<file path="config.mk">
export PLATFORM = sky130hd
export DESIGN_NAME = ex_seg_reg_flat
export DESIGN_NICKNAME = d
export VERILOG_FILES = /design/src/rtl/ex_seg_reg_pkg.sv /design/src/rtl/ex_seg_reg_if.sv /design/src/rtl/ex_seg_reg_load_use_detect.sv /design/src/rtl/ex_seg_reg.sv /design/src/flat_wrapper.sv
export SDC_FILE = /design/constraint.sdc
export NUM_CORES = 1
export LEC_CHECK = 0
export CELL_PAD_IN_SITES_DETAIL_PLACEMENT = 1
export CELL_PAD_IN_SITES_GLOBAL_PLACEMENT = 2
export CORE_AREA = 2 2 136 138
export DETAILED_ROUTE_END_ITERATION = 10
export DIE_AREA = 0 0 138 140
export DONT_BUFFER_PORTS = 1
export PLACE_DENSITY = 0.77
export SETUP_SLACK_MARGIN = 0.15
export SLEW_MARGIN = 20
export SYNTH_ARGS = -nofsm -noshare
export SYNTH_HDL_FRONTEND = slang
export SYNTH_SLANG_ARGS = --single-unit
</file>
<file path="constraint.sdc">
create_clock -name clk -period 2.7 [get_ports clk]
set_input_delay 0.54 -clock clk [delete_from_list [all_inputs] [get_ports clk]]
set_output_delay 0.54 -clock clk [all_outputs]
set_load 0.03 [all_outputs]
</file>
<file path="src/rtl/ex_seg_reg_pkg.sv">
`default_nettype none
// ============================================================================
// Module   : ex_seg_reg_pkg
// Purpose  : Shared decoder encodings and the ID/EX control bundle layout.
//            The bubble encoding (all zero) is the same value the decoder
//            uses for "no write / no branch".
// Revision : 1.0 - initial release
// ============================================================================
package ex_seg_reg_pkg;

  // Register write modes; LW doubles as the full-word mode for ALU results
  typedef enum logic [2:0] {
    NOREGWRITE = 3'd0,
    LB         = 3'd1,
    LH         = 3'd2,
    LW         = 3'd3,
    LBU        = 3'd4,
    LHU        = 3'd5
  } reg_write_t;

  // Conditional branch types
  typedef enum logic [2:0] {
    NOBRANCH = 3'd0,
    BEQ      = 3'd1,
    BNE      = 3'd2,
    BLT      = 3'd3,
    BLTU     = 3'd4,
    BGE      = 3'd5,
    BGEU     = 3'd6
  } branch_type_t;

  // ALU functions
  typedef enum logic [3:0] {
    ALU_SLL  = 4'd0,
    ALU_SRL  = 4'd1,
    ALU_SRA  = 4'd2,
    ALU_ADD  = 4'd3,
    ALU_SUB  = 4'd4,
    ALU_XOR  = 4'd5,
    ALU_OR   = 4'd6,
    ALU_AND  = 4'd7,
    ALU_SLT  = 4'd8,
    ALU_SLTU = 4'd9,
    ALU_LUI  = 4'd10
  } alu_op_t;

  // Decoder control bundle carried from ID into EX
  typedef struct packed {
    logic [2:0] reg_write;
    logic       mem_to_reg;
    logic [3:0] mem_write;
    logic       load_npc;
    logic [1:0] reg_read;
    logic [2:0] branch_type;
    logic [3:0] alu_ctrl;
    logic       alu_src1;
    logic [1:0] alu_src2;
  } ctrl_t;

  // A bubble carries no write, no store and no branch
  localparam ctrl_t CTRL_BUBBLE = '0;

endpackage
`default_nettype wire

</file>
<file path="src/rtl/ex_seg_reg_if.sv">
`default_nettype none
// ============================================================================
// Module   : ex_seg_reg_if
// Purpose  : ID-side inputs and EX-side outputs of the ID/EX segment register.
//            master = ID stage / hazard consumer, slave = the segment register.
// Revision : 1.0 - initial release
// ============================================================================
interface ex_seg_reg_if #(
  parameter int XLEN  = 32,
  parameter int CNT_W = 16
);
  logic            en;
  logic            clear;

  logic [XLEN-1:0] pc_d,  rd1_d, rd2_d, imm_d;
  logic [4:0]      rs1_d, rs2_d, rd_d;
  logic [2:0]      reg_write_d;
  logic            mem_to_reg_d;
  logic [3:0]      mem_write_d;
  logic            load_npc_d;
  logic [1:0]      reg_read_d;
  logic [2:0]      branch_type_d;
  logic [3:0]      alu_ctrl_d;
  logic            alu_src1_d;
  logic [1:0]      alu_src2_d;

  logic [XLEN-1:0] pc_e,  rd1_e, rd2_e, imm_e;
  logic [4:0]      rs1_e, rs2_e, rd_e;
  logic [2:0]      reg_write_e;
  logic            mem_to_reg_e;
  logic [3:0]      mem_write_e;
  logic            load_npc_e;
  logic [1:0]      reg_read_e;
  logic [2:0]      branch_type_e;
  logic [3:0]      alu_ctrl_e;
  logic            alu_src1_e;
  logic [1:0]      alu_src2_e;

  logic            valid_e;
  logic            stall_fd;
  logic [CNT_W-1:0] bubble_cnt;

  modport master (
    output en, clear,
    output pc_d, rd1_d, rd2_d, imm_d, rs1_d, rs2_d, rd_d,
    output reg_write_d, mem_to_reg_d, mem_write_d, load_npc_d, reg_read_d,
    output branch_type_d, alu_ctrl_d, alu_src1_d, alu_src2_d,
    input  pc_e, rd1_e, rd2_e, imm_e, rs1_e, rs2_e, rd_e,
    input  reg_write_e, mem_to_reg_e, mem_write_e, load_npc_e, reg_read_e,
    input  branch_type_e, alu_ctrl_e, alu_src1_e, alu_src2_e,
    input  valid_e, stall_fd, bubble_cnt
  );

  modport slave (
    input  en, clear,
    input  pc_d, rd1_d, rd2_d, imm_d, rs1_d, rs2_d, rd_d,
    input  reg_write_d, mem_to_reg_d, mem_write_d, load_npc_d, reg_read_d,
    input  branch_type_d, alu_ctrl_d, alu_src1_d, alu_src2_d,
    output pc_e, rd1_e, rd2_e, imm_e, rs1_e, rs2_e, rd_e,
    output reg_write_e, mem_to_reg_e, mem_write_e, load_npc_e, reg_read_e,
    output branch_type_e, alu_ctrl_e, alu_src1_e, alu_src2_e,
    output valid_e, stall_fd, bubble_cnt
  );
endinterface
`default_nettype wire

</file>
<file path="src/rtl/ex_seg_reg_load_use_detect.sv">
`default_nettype none
// ============================================================================
// Module   : ex_seg_reg_load_use_detect
// Purpose  : Combinational load-use hazard detector. Flags when the load in
//            EX writes a register that the ID instruction actually reads.
// Revision : 1.0 - initial release
// ============================================================================
module ex_seg_reg_load_use_detect
  import ex_seg_reg_pkg::*;
(
  input  wire logic       valid_e,
  input  wire logic       mem_to_reg_e,
  input  wire logic [2:0] reg_write_e,
  input  wire logic [4:0] rd_e,
  input  wire logic [4:0] rs1_d,
  input  wire logic [4:0] rs2_d,
  input  wire logic [1:0] reg_read_d,
  output logic            lu
);
  logic w_ex_load;
  logic w_rs1_hit;
  logic w_rs2_hit;

  // x0 is hard-wired zero, so a load targeting it never needs an interlock
  assign w_ex_load = valid_e & mem_to_reg_e & (reg_write_e != NOREGWRITE) & (rd_e != 5'd0);
  // Index fields of unused operands are don't-care bits of the encoding
  assign w_rs1_hit = reg_read_d[1] & (rs1_d == rd_e);
  assign w_rs2_hit = reg_read_d[0] & (rs2_d == rd_e);
  assign lu        = w_ex_load & (w_rs1_hit | w_rs2_hit);

endmodule
`default_nettype wire

</file>
<file path="src/rtl/ex_seg_reg.sv">
`default_nettype none
// ============================================================================
// Module   : ex_seg_reg
// Purpose  : ID/EX pipeline register with load-use interlock, flush, global
//            stall and a saturating interlock-bubble counter.
// Revision : 1.0 - initial release
// ============================================================================
module ex_seg_reg
  import ex_seg_reg_pkg::*;
#(
  parameter int XLEN  = 32,
  parameter int CNT_W = 16
) (
  input  wire logic  clk,
  input  wire logic  rst_n,
  ex_seg_reg_if.slave bus
);
  logic [XLEN-1:0]  r_pc, r_rd1, r_rd2, r_imm;
  logic [4:0]       r_rs1, r_rs2, r_rd;
  ctrl_t            r_ctrl;
  logic             r_valid;
  logic [CNT_W-1:0] r_cnt;

  ctrl_t            w_id_ctrl;
  logic             w_lu;

  // Gather the decoder's control fields into one bundle
  always_comb begin
    w_id_ctrl             = CTRL_BUBBLE;
    w_id_ctrl.reg_write   = bus.reg_write_d;
    w_id_ctrl.mem_to_reg  = bus.mem_to_reg_d;
    w_id_ctrl.mem_write   = bus.mem_write_d;
    w_id_ctrl.load_npc    = bus.load_npc_d;
    w_id_ctrl.reg_read    = bus.reg_read_d;
    w_id_ctrl.branch_type = bus.branch_type_d;
    w_id_ctrl.alu_ctrl    = bus.alu_ctrl_d;
    w_id_ctrl.alu_src1    = bus.alu_src1_d;
    w_id_ctrl.alu_src2    = bus.alu_src2_d;
  end

  ex_seg_reg_load_use_detect u_lu (
    .valid_e      (r_valid),
    .mem_to_reg_e (r_ctrl.mem_to_reg),
    .reg_write_e  (r_ctrl.reg_write),
    .rd_e         (r_rd),
    .rs1_d        (bus.rs1_d),
    .rs2_d        (bus.rs2_d),
    .reg_read_d   (bus.reg_read_d),
    .lu           (w_lu)
  );

  // A flushed ID instruction is discarded, so it must not hold IF/ID
  assign bus.stall_fd = w_lu & ~bus.clear;

  // Pipeline register: hold on stall, bubble on flush/hazard, else advance
  always_ff @(posedge clk or negedge rst_n) begin
    if (!rst_n) begin
      r_pc    <= '0;
      r_rd1   <= '0;
      r_rd2   <= '0;
      r_imm   <= '0;
      r_rs1   <= '0;
      r_rs2   <= '0;
      r_rd    <= '0;
      r_ctrl  <= CTRL_BUBBLE;
      r_valid <= 1'b0;
      r_cnt   <= '0;
    end else if (bus.en) begin
      if (bus.clear || w_lu) begin
        r_pc    <= '0;
        r_rd1   <= '0;
        r_rd2   <= '0;
        r_imm   <= '0;
        r_rs1   <= '0;
        r_rs2   <= '0;
        r_rd    <= '0;
        r_ctrl  <= CTRL_BUBBLE;
        r_valid <= 1'b0;
        // Only interlock bubbles are counted; flush bubbles are not
        if (!bus.clear && !(&r_cnt)) begin
          r_cnt <= r_cnt + 1'b1;
        end
      end else begin
        r_pc    <= bus.pc_d;
        r_rd1   <= bus.rd1_d;
        r_rd2   <= bus.rd2_d;
        r_imm   <= bus.imm_d;
        r_rs1   <= bus.rs1_d;
        r_rs2   <= bus.rs2_d;
        r_rd    <= bus.rd_d;
        r_ctrl  <= w_id_ctrl;
        r_valid <= 1'b1;
      end
    end
  end

  assign bus.pc_e          = r_pc;
  assign bus.rd1_e         = r_rd1;
  assign bus.rd2_e         = r_rd2;
  assign bus.imm_e         = r_imm;
  assign bus.rs1_e         = r_rs1;
  assign bus.rs2_e         = r_rs2;
  assign bus.rd_e          = r_rd;
  assign bus.reg_write_e   = r_ctrl.reg_write;
  assign bus.mem_to_reg_e  = r_ctrl.mem_to_reg;
  assign bus.mem_write_e   = r_ctrl.mem_write;
  assign bus.load_npc_e    = r_ctrl.load_npc;
  assign bus.reg_read_e    = r_ctrl.reg_read;
  assign bus.branch_type_e = r_ctrl.branch_type;
  assign bus.alu_ctrl_e    = r_ctrl.alu_ctrl;
  assign bus.alu_src1_e    = r_ctrl.alu_src1;
  assign bus.alu_src2_e    = r_ctrl.alu_src2;
  assign bus.valid_e       = r_valid;
  assign bus.bubble_cnt    = r_cnt;

endmodule
`default_nettype wire

</file>
<file path="src/flat_wrapper.sv">
// flat-port wrapper written by rule: the top's interface ports become plain ports
module ex_seg_reg_flat import ex_seg_reg_pkg::*;
#(
  parameter int XLEN  = 32,
  parameter int CNT_W = 16
)
  (clk, rst_n, bus_en, bus_clear, bus_pc_d, bus_rd1_d, bus_rd2_d, bus_imm_d, bus_rs1_d, bus_rs2_d, bus_rd_d, bus_reg_write_d, bus_mem_to_reg_d, bus_mem_write_d, bus_load_npc_d, bus_reg_read_d, bus_branch_type_d, bus_alu_ctrl_d, bus_alu_src1_d, bus_alu_src2_d, bus_pc_e, bus_rd1_e, bus_rd2_e, bus_imm_e, bus_rs1_e, bus_rs2_e, bus_rd_e, bus_reg_write_e, bus_mem_to_reg_e, bus_mem_write_e, bus_load_npc_e, bus_reg_read_e, bus_branch_type_e, bus_alu_ctrl_e, bus_alu_src1_e, bus_alu_src2_e, bus_valid_e, bus_stall_fd, bus_bubble_cnt);
  ex_seg_reg_if #(.XLEN(XLEN), .CNT_W(CNT_W)) bus_i ();
  input  wire logic clk;
  input  wire logic rst_n;
  input wire logic [$bits(bus_i.en)-1:0] bus_en;
  input wire logic [$bits(bus_i.clear)-1:0] bus_clear;
  input wire logic [$bits(bus_i.pc_d)-1:0] bus_pc_d;
  input wire logic [$bits(bus_i.rd1_d)-1:0] bus_rd1_d;
  input wire logic [$bits(bus_i.rd2_d)-1:0] bus_rd2_d;
  input wire logic [$bits(bus_i.imm_d)-1:0] bus_imm_d;
  input wire logic [$bits(bus_i.rs1_d)-1:0] bus_rs1_d;
  input wire logic [$bits(bus_i.rs2_d)-1:0] bus_rs2_d;
  input wire logic [$bits(bus_i.rd_d)-1:0] bus_rd_d;
  input wire logic [$bits(bus_i.reg_write_d)-1:0] bus_reg_write_d;
  input wire logic [$bits(bus_i.mem_to_reg_d)-1:0] bus_mem_to_reg_d;
  input wire logic [$bits(bus_i.mem_write_d)-1:0] bus_mem_write_d;
  input wire logic [$bits(bus_i.load_npc_d)-1:0] bus_load_npc_d;
  input wire logic [$bits(bus_i.reg_read_d)-1:0] bus_reg_read_d;
  input wire logic [$bits(bus_i.branch_type_d)-1:0] bus_branch_type_d;
  input wire logic [$bits(bus_i.alu_ctrl_d)-1:0] bus_alu_ctrl_d;
  input wire logic [$bits(bus_i.alu_src1_d)-1:0] bus_alu_src1_d;
  input wire logic [$bits(bus_i.alu_src2_d)-1:0] bus_alu_src2_d;
  output wire logic [$bits(bus_i.pc_e)-1:0] bus_pc_e;
  output wire logic [$bits(bus_i.rd1_e)-1:0] bus_rd1_e;
  output wire logic [$bits(bus_i.rd2_e)-1:0] bus_rd2_e;
  output wire logic [$bits(bus_i.imm_e)-1:0] bus_imm_e;
  output wire logic [$bits(bus_i.rs1_e)-1:0] bus_rs1_e;
  output wire logic [$bits(bus_i.rs2_e)-1:0] bus_rs2_e;
  output wire logic [$bits(bus_i.rd_e)-1:0] bus_rd_e;
  output wire logic [$bits(bus_i.reg_write_e)-1:0] bus_reg_write_e;
  output wire logic [$bits(bus_i.mem_to_reg_e)-1:0] bus_mem_to_reg_e;
  output wire logic [$bits(bus_i.mem_write_e)-1:0] bus_mem_write_e;
  output wire logic [$bits(bus_i.load_npc_e)-1:0] bus_load_npc_e;
  output wire logic [$bits(bus_i.reg_read_e)-1:0] bus_reg_read_e;
  output wire logic [$bits(bus_i.branch_type_e)-1:0] bus_branch_type_e;
  output wire logic [$bits(bus_i.alu_ctrl_e)-1:0] bus_alu_ctrl_e;
  output wire logic [$bits(bus_i.alu_src1_e)-1:0] bus_alu_src1_e;
  output wire logic [$bits(bus_i.alu_src2_e)-1:0] bus_alu_src2_e;
  output wire logic [$bits(bus_i.valid_e)-1:0] bus_valid_e;
  output wire logic [$bits(bus_i.stall_fd)-1:0] bus_stall_fd;
  output wire logic [$bits(bus_i.bubble_cnt)-1:0] bus_bubble_cnt;
  assign bus_i.en = bus_en;
  assign bus_i.clear = bus_clear;
  assign bus_i.pc_d = bus_pc_d;
  assign bus_i.rd1_d = bus_rd1_d;
  assign bus_i.rd2_d = bus_rd2_d;
  assign bus_i.imm_d = bus_imm_d;
  assign bus_i.rs1_d = bus_rs1_d;
  assign bus_i.rs2_d = bus_rs2_d;
  assign bus_i.rd_d = bus_rd_d;
  assign bus_i.reg_write_d = bus_reg_write_d;
  assign bus_i.mem_to_reg_d = bus_mem_to_reg_d;
  assign bus_i.mem_write_d = bus_mem_write_d;
  assign bus_i.load_npc_d = bus_load_npc_d;
  assign bus_i.reg_read_d = bus_reg_read_d;
  assign bus_i.branch_type_d = bus_branch_type_d;
  assign bus_i.alu_ctrl_d = bus_alu_ctrl_d;
  assign bus_i.alu_src1_d = bus_alu_src1_d;
  assign bus_i.alu_src2_d = bus_alu_src2_d;
  assign bus_pc_e = bus_i.pc_e;
  assign bus_rd1_e = bus_i.rd1_e;
  assign bus_rd2_e = bus_i.rd2_e;
  assign bus_imm_e = bus_i.imm_e;
  assign bus_rs1_e = bus_i.rs1_e;
  assign bus_rs2_e = bus_i.rs2_e;
  assign bus_rd_e = bus_i.rd_e;
  assign bus_reg_write_e = bus_i.reg_write_e;
  assign bus_mem_to_reg_e = bus_i.mem_to_reg_e;
  assign bus_mem_write_e = bus_i.mem_write_e;
  assign bus_load_npc_e = bus_i.load_npc_e;
  assign bus_reg_read_e = bus_i.reg_read_e;
  assign bus_branch_type_e = bus_i.branch_type_e;
  assign bus_alu_ctrl_e = bus_i.alu_ctrl_e;
  assign bus_alu_src1_e = bus_i.alu_src1_e;
  assign bus_alu_src2_e = bus_i.alu_src2_e;
  assign bus_valid_e = bus_i.valid_e;
  assign bus_stall_fd = bus_i.stall_fd;
  assign bus_bubble_cnt = bus_i.bubble_cnt;
  ex_seg_reg #(.XLEN(XLEN), .CNT_W(CNT_W)) u_core (.clk(clk), .rst_n(rst_n), .bus(bus_i));
endmodule
</file>
==> results.md, run 1 <==
Final layout:
- The top cell types in the final layout, fill and taps aside, are sky130_fd_sc_hd__dfrtp_1, sky130_fd_sc_hd__a22o_1, sky130_fd_sc_hd__xor2_1, sky130_fd_sc_hd__clkbuf_16, sky130_fd_sc_hd__buf_4.
- The filler cell count in the final layout is 1784.
- The final-stage net count is 631.
- The area growth from synthesis to layout is 11.7%.
- The final non-filler cell total is 704.
- Summing all flip-flop and latch instances after layout gives 0.00453 mm².
- In the final layout, the share of cells above drive strength 1 is 13.9%.
- The most common library cell in the layout ignoring fill and taps is sky130_fd_sc_hd__dfrtp_1.
- The count of antenna diodes in the layout is 0.
- In the final layout, the multi-input gates occupy 0.00203 mm².

Critical path:
- The peak fanout along the critical path is 5.
- The worst setup path is of the reg -> out kind.
- The critical path ends at bus_stall_fd.
- The origin of the worst setup path is u_core.bus.rd_e[2].
- The reg-to-reg startpoint is u_core.bus.rd_e[1].
- The register-to-register path setup slack is 0.27 ns.
- The endpoint identified for the worst register-to-register timing path is u_core.bus.bubble_cnt[12].
- The sort of element at the end of the critical path is an output port.
- Data arrives at the worst endpoint at 1.97 ns.
- The critical path goes through or4_4 > o21ai_2 > or2_4 > nor2_1 > buf_4.
- The count of cells along the worst register-to-register path is 7.
- For the worst setup path, the data required time is 2.16 ns.
- The master of the slowest instance on the critical path is sky130_fd_sc_hd__or4_4.
- For this run, the slowest stage of the critical path takes 0.55 ns.
- The critical path launch point type is a register.

Timing:
- The worst max-slew margin expressed relative to the limit is 56.3%.
- Setup repair after global routing could not meet its margin everywhere.
- The max-slew violation count is 0.
- The number of endpoints with negative hold slack in the final report is 181.
- The post-route worst hold slack is -0.197 ns.
- The maximum clock skew at final layout is 0.0128 ns.
- The setup TNS after final layout is 0 ns.
- The top achievable clock speed is 398 MHz.
- The minimum clock period is 2.51 ns.
- The setup violation total in the final timing report is 0.
- The slew at the pin closest to its max-slew limit is 0.656 ns.
- The fraction of the cycle the final worst path needs is 93.0%.

Die:
- The initial core utilization is 38.4%.
- The width of the chip is 138 µm.
- The total area inside the core boundary comes to 0.0178 mm².
- The die is 140 µm tall.
- The die covers 0.0193 mm².
- The number of cell rows is 49.
- The boundary pin count is 350.

Global routing:
- For this run, the total global-route usage over all layers was measured as 18.0%.
- The number of antenna violations at the first check in global routing is 0.
- The number of global-route vias before repair is 4533.
- The largest net degree at the start of global routing is 182.
- The wire length of the first global-routing pass is 27.5 mm.
- Summed over all layers, the global routing overflow is 0.

CTS:
- The clock tree from TritonCTS is yes.
- The clock reaches the later pin of the worst-skew pair after 0.43 ns.
- The maximum clock path buffer count is 2.
- CTS placed an instance of sky130_fd_sc_hd__clkbuf_16 at the clock tree root.
- The number of levels in the clock H-tree is 4.
- The number of buffers added by the clock tree synthesis step is 17.
- After clock tree synthesis, the clock-pin slew on the worst setup and hold paths is 0.07 ns.
- The total clock sinks is 181.

Synthesis:
- By area the synthesized netlist is led by sky130_fd_sc_hd__dfrtp_1, sky130_fd_sc_hd__a22o_1, sky130_fd_sc_hd__buf_6.
- Synthesis produced a netlist with a net count of 631.
- sky130_fd_sc_hd__dfrtp_1 takes more of the synthesized area than any other cell.
- For this run, the register share of the synthesized area comes to 66.3%.
- A synthesized cell averages 14.8 µm².
- The share of synthesized area in the top cell type comes to 66.3%.
- The number of warnings printed during yosys synthesis is 0.
- The unique cell type count in the Yosys netlist is 35.
- The synthesized netlist occupies a cell area of 0.00683 mm².
- In the synthesized netlist, the number of instances is 462.
- Counting flops and latches in the post-synthesis netlist gives 181.

Detailed routing:
- The detailed-route wire length is 17.8 mm.
- Dividing the detail-routed wire length by the instance count gives 25.3 µm.
- In the routed layout, each cell is associated on average with a via count of 5.88.
- The first detailed-routing pass ran for 7 iterations.
- In this run, the number of DRC markers left after iteration 0 of detailed routing was 121.
- The number of nets with antenna violations after detailed routing is 0.
- The routed layout has 4136 vias.
- After detailed routing, the number of remaining DRC violations is 0.

Pwr:
- The maximum resistive drop on vdd is 0.409 mV.
- The cell area power density is 820 mW/mm².
- The leakage component of the power is 3.65 nW.

Run:
- Max-cap violations in this run came to 0.

Placed design:
- The number of input and output port buffers inserted is 0.
- The congestion estimate from routability-driven global placement came to 0.775.
- The HPWL after detailed placement is 12.5 mm.
- The number of placed instances, taps included, is 670.

Outcome:
- The run finished, with violations left.
- The final reports fail on hold timing.

Worst hold path:
- The type of the tightest min-delay check is in -> async.
-- where the power goes --
group	leakage, nW	internal, mW	switching (mW)
sequential	2.36	2.90	0.539
combinational	0.996	0.186	0.177
clock	0.289	1.32	1.14
total	3.65	4.40	1.85
-- synthesized netlist by cell type, drive strengths merged --
master  count
dfrtp     181
a22o      164
buf        19
xor2       19
clkbuf     18
nor2        9
nand2       7
xnor2       6
and2        4
nand3       4
nor4        4
inv         3
nand4       3
nor3        3
and4        2
o21ai       2
or2         2
or3         2
or4         2
a21o        1
a311o       1
a32oi       1
and3        1
ha          1
mux2        1
nor3b       1
o311a       1
-- final cells by class --
| class | count | area share [%] |
|---|---|---|
| clock inverters | 14 | 2.15 |
| multi-input cells | 241 | 26.6 |
| well taps | 229 | 3.76 |
| flip-flops and latches | 181 | 59.4 |
| repair buffers | 18 | 2.26 |
| inverters | 3 | 0.180 |
| clock buffers | 18 | 5.63 |
-- state kept, by name, summed over array words and instances, names as in the netlist --
name / cells
u_core.bus.mem_write_e: 4
u_core.bus.pc_e: 32
u_core.bus.load_npc_e: 1
u_core.bus.bubble_cnt: 16
u_core.bus.alu_src1_e: 1
u_core.bus.valid_e: 1
u_core.bus.mem_to_reg_e: 1
u_core.bus.alu_src2_e: 2
u_core.bus.rd2_e: 32
u_core.bus.rs1_e: 5
u_core.bus.reg_read_e: 2
u_core.bus.rd1_e: 32
u_core.bus.reg_write_e: 3
u_core.bus.rs2_e: 5
u_core.bus.alu_ctrl_e: 4
u_core.bus.imm_e: 32
u_core.bus.rd_e: 5
u_core.bus.branch_type_e: 3
-- critical path, delay by kind of cell (launching register included) --
family,cells,cell delay [ns]
DFF,1,0.51
AOI/OAI and AO/OA,1,0.13
buffers and inverters,1,0.17
and+or+nand+nor,3,0.74
-- kinds of logic after synthesis --
kind of cell | synth area share, %
DFF | 66.3
AOI/OAI and AO/OA | 21.8
and+or+nand+nor | 4.01
buffers and inverters | 4.19
xor gates and xnor gates | 3.32
muxes | 0.165
adders and majority gates | 0.183
-- per-layer routing --
metal	global-route usage [%]	up-vias	part of all wire [%]
li1	-	1751	-
met2	30.1	226	51
met5	0	-	0
met1	21.6	2133	39
met4	6.71	0	2.2
met3	6.43	26	8.6
-- through the flow --
stage	utilization (%)	hold slack, ns	power [mW]	instance area [µm²]	worst slack (ns)
after floorplan	-	0.244	3.73	6830	0.448
after global placement	39.4	0.248	3.82	7010	0.323
after detailed placement	39.4	0.248	3.85	7010	0.285
after CTS	42.9	-0.221	6.34	7630	0.155
after global routing	42.9	-0.227	6.50	7630	0.102
final	42.9	-0.197	6.25	7630	0.189
-- repair_timing --
| item | 4_1_cts | 5_1_grt |
|---|---|---|
| endpoints found under the setup margin | 1 | 2 |
| gates resized for setup | 4 | 1 |
| buffers inserted | 2 | 0 |
| pin swaps | 2 | 0 |
| hold endpoints to repair | 181 | 181 |
-- worst min path at each step --
stage / end / slack [ns] / depth (start not counted) / startpoint
4_1_cts: u_core.bus.rd1_e[9] / -0.22 / 0 / rst_n
3_5_place_dp: u_core.bus.rd1_e[9] / 0.25 / 0 / rst_n
5_1_grt: u_core.bus.rd1_e[9] / -0.23 / 0 / rst_n
6_report: u_core.bus.rd2_e[25] / -0.20 / 0 / rst_n
2_1_floorplan: u_core.bus.alu_ctrl_e[0] / 0.24 / 0 / rst_n
3_3_place_gp: u_core.bus.rd1_e[9] / 0.25 / 0 / rst_n
(Power assumes the default switching activity.)
==> inputs of run 2 (changes only) <==
--- a/config.mk
+++ b/config.mk
@@ -7,11 +7,10 @@
 export LEC_CHECK = 0
 export CELL_PAD_IN_SITES_DETAIL_PLACEMENT = 1
 export CELL_PAD_IN_SITES_GLOBAL_PLACEMENT = 2
-export CORE_AREA = 2 2 136 138
+export CORE_UTILIZATION = 30
 export DETAILED_ROUTE_END_ITERATION = 10
-export DIE_AREA = 0 0 138 140
 export DONT_BUFFER_PORTS = 1
-export PLACE_DENSITY = 0.77
+export PLACE_DENSITY_LB_ADDON = 0.1
 export SETUP_SLACK_MARGIN = 0.15
 export SLEW_MARGIN = 20
 export SYNTH_ARGS = -nofsm -noshare
==> run 2 against run 1 <==
Global-route usage down 1.5 points. Final cell count increased by 7.1%. Final area grew 1.2%. Power increased by 2.3%. Maximum frequency increased by 0.71%. The flow still finishes with violations (hold timing). Setup slack better by 0.018 ns. Non-clock buffer count is 1 higher. Sequential share of layout area decreased by 0.73 points. Register-to-register slack improved by 0.04 ns. Die area grew 21%. Count of clock-buffer cells in the layout unchanged.
==> results.md, run 2 (synthesized netlist as in run 1, its figures left out) <==
Detailed routing:
- Using the TritonRoute via totals, the vias-per-cell ratio works out to 5.55.
- After the first detailed-routing iteration, the DRC count stood at 218.
- In the final routed layout, each cell accounts on average for 25.8 µm.
- Once detail routing completed, the nets flagged for antenna violations numbered 0.
- The total number of vias is 4181.
- The first TritonRoute pass finished after 4 iterations.
- The number of design rule violations left after detail routing is 0.
- The detailed-route wire length is 19.5 mm.

CTS:
- In this run the number of H-tree levels came out at 4.
- The maximum clock path buffer count is 2.
- The number of buffers added by the clock tree synthesis step is 17.
- TritonCTS built the clock tree.
- The root buffer cell chosen for the clock tree is sky130_fd_sc_hd__clkbuf_16.
- The clock drives 181 sinks.
- The clock latency on the worst-skew pair is 0.43 ns.
- Clock-pin slew was measured on the worst setup and hold paths at 0.07 ns.

Final layout:
- The most common library cell in the layout ignoring fill and taps is sky130_fd_sc_hd__dfrtp_1.
- The post-route cell area is 0.00772 mm².
- At the end of the flow, the number of nets in the layout was 632.
- The final core utilization is 34.9%.
- The proportion of layout cells with a drive suffix above 1 is 13.9%.
- The top cell types in the final layout, fill and taps aside, are sky130_fd_sc_hd__dfrtp_1, sky130_fd_sc_hd__a22o_1, sky130_fd_sc_hd__xor2_1, sky130_fd_sc_hd__clkbuf_16, sky130_fd_sc_hd__buf_4.
- The count of antenna diodes in the layout is 0.
- The finished layout holds 754 standard cells, fillers aside.
- Compared with the post-synthesis result, the final layout area differs by 13.0%.

Timing:
- Headroom to the max-slew limit came out at 35.0%.
- Static timing analysis puts the maximum clock frequency at 401 MHz.
- For the final routed database, the setup TNS stands at 0 ns.
- The minimum clock period is 2.49 ns.
- Setup repair after global routing could not meet its margin everywhere.
- Setup violations remaining at the end of the flow were counted as 0.
- The slew at the pin closest to its max-slew limit is 0.975 ns.
- The number of endpoints with negative hold slack in the final report is 181.
- The max-slew violation count is 0.
- Final hold analysis gives a worst-case slack of -0.193 ns.
- The fraction of the cycle the final worst path needs is 92.3%.
- The maximum clock skew at final layout is 0.00955 ns.

Outcome:
- The flow ran to the end, but the final reports show violations.
- The final reports fail on hold timing.

Global routing:
- The total global routing overflow is 0.
- The global-route usage over all layers is 16.5%.
- The largest net degree at the start of global routing is 182.
- The number of global-route vias before repair is 4502.
- The wire length of the first global-routing pass is 29.3 mm.
- The number of antenna violations at the first check in global routing was 0.

Placed design:
- The standard cell area after detailed placement is 0.00706 mm².
- Summed over all nets, the half-perimeter wirelength after detailed placement is 12.7 mm.
- In this run, placement finished with an instance count of 721.
- The number of input and output port buffers inserted is 0.
- The routability congestion estimate is 0.722.

Critical path:
- The reg-to-reg startpoint is u_core.bus.rd_e[2].
- The worst setup path is captured at an output port.
- The worst endpoint data arrival time is 1.95 ns.
- The critical setup path kind is reg -> out.
- Across all register-to-register paths, the minimum setup slack is 0.31 ns.
- The critical path launch point type is a register.
- The reg-to-reg endpoint is u_core.bus.imm_e[26].
- The worst path required time is 2.16 ns.
- Along the worst path, the maximum fanout reaches 5.
- The count of cells along the worst register-to-register path is 7.

Run:
- The max-capacitance violation count is 0.

Worst hold path:
- In this run the worst hold path is classified as in -> async.

Die:
- The boundary pin count is 350.
- The initial utilization of the core area, before any placement, comes to 30.9%.
- The area of the die is 0.0234 mm².
- The width of the chip is 153 µm.
- The vertical die dimension is 153 µm.
- The area inside the core boundary is 0.0221 mm².
- The floorplan has 54 rows.

Pwr:
- The cell area power density is 829 mW/mm².
- Summed over all cells, the static leakage comes to 3.66 nW.
- The maximum resistive drop on vdd is 0.401 mV.
run 2: cell types whose count changed in the layout (fill, tap and decap cells not counted), sizes merged:
cell	before	now
bufinv	1	3
clkbuf	18	19
clkinv	5	2
inv	10	7
clkinvlp	1	3
run 2: area by class of cell:
cell class / count / area, µm²
inverters: 3 / 13.8
multi-input cells: 241 / 2040
clock inverters: 12 / 170
repair buffers: 19 / 180
clock buffers: 18 / 439
well taps: 280 / 350
fillers: 2304 / 14400
flip-flops and latches: 181 / 4530
run 2: worst max path at each step:
stage | start | endpoint | slack, ns
2_1_floorplan | u_core.bus.rd_e[4] | u_core.bus.bubble_cnt[12] | 0.45
3_3_place_gp | bus_rs2_d[1] | u_core.bus.imm_e[30] | 0.20
3_5_place_dp | bus_rs2_d[1] | u_core.bus.alu_src1_e | 0.15
4_1_cts | u_core.bus.rd_e[1] | bus_stall_fd | 0.17
5_1_grt | u_core.bus.rd_e[1] | bus_stall_fd | 0.10
6_report | u_core.bus.rd_e[1] | bus_stall_fd | 0.21
run 2: report_power, final:
part | leakage (nW) | switching (mW) | internal, mW | total [mW]
sequential | 2.37 | 0.537 | 2.90 | 3.43
combinational | 1.01 | 0.181 | 0.185 | 0.366
clock | 0.289 | 1.11 | 1.49 | 2.60
total | 3.66 | 1.82 | 4.57 | 6.40
run 2: routing by layer:
metal	share of wire, %	GRT usage, %	wire (µm)
met1	38	18.4	7380
met2	49	27.3	9450
met3	10	7.97	2030
met4	3.0	6.30	592
met5	0	0	0
run 2: critical path, stage by stage (launching register included):
cell and delay, ns:
sky130_fd_sc_hd__dfrtp_2 0.46, sky130_fd_sc_hd__or4_4 0.53, sky130_fd_sc_hd__o21ai_2 0.16, sky130_fd_sc_hd__or2_4 0.16
sky130_fd_sc_hd__nor2_1 0.04, sky130_fd_sc_hd__buf_4 0.18
run 2: repair_timing:
| item | CTS | global route |
|---|---|---|
| gates cloned | 0 | 1 |
| hold endpoints to repair | 181 | 181 |
| buffers inserted | 1 | 1 |
| pin swaps | 0 | 5 |
| gates resized for setup | 4 | 5 |
| endpoints found under the setup margin | 2 | 165 |
run 2: per-stage QoR:
stage,total power [mW],hold slack [ns],setup WS [ns]
floorplan,3.73,0.244,0.448
global placement,3.83,0.248,0.204
detailed placement,3.85,0.248,0.153
CTS,6.48,-0.218,0.169
global route,6.64,-0.228,0.103
finish,6.40,-0.193,0.207
==> inputs of run 3 (changes only) <==
--- a/config.mk
+++ b/config.mk
@@ -5,6 +5,7 @@
 export SDC_FILE = /design/constraint.sdc
 export NUM_CORES = 1
 export LEC_CHECK = 0
+export CAP_MARGIN = 25
 export CELL_PAD_IN_SITES_DETAIL_PLACEMENT = 1
 export CELL_PAD_IN_SITES_GLOBAL_PLACEMENT = 2
 export CORE_UTILIZATION = 30
==> results of run 3 <==
The final DEF is identical to that of run 2; final timing and power are the same.
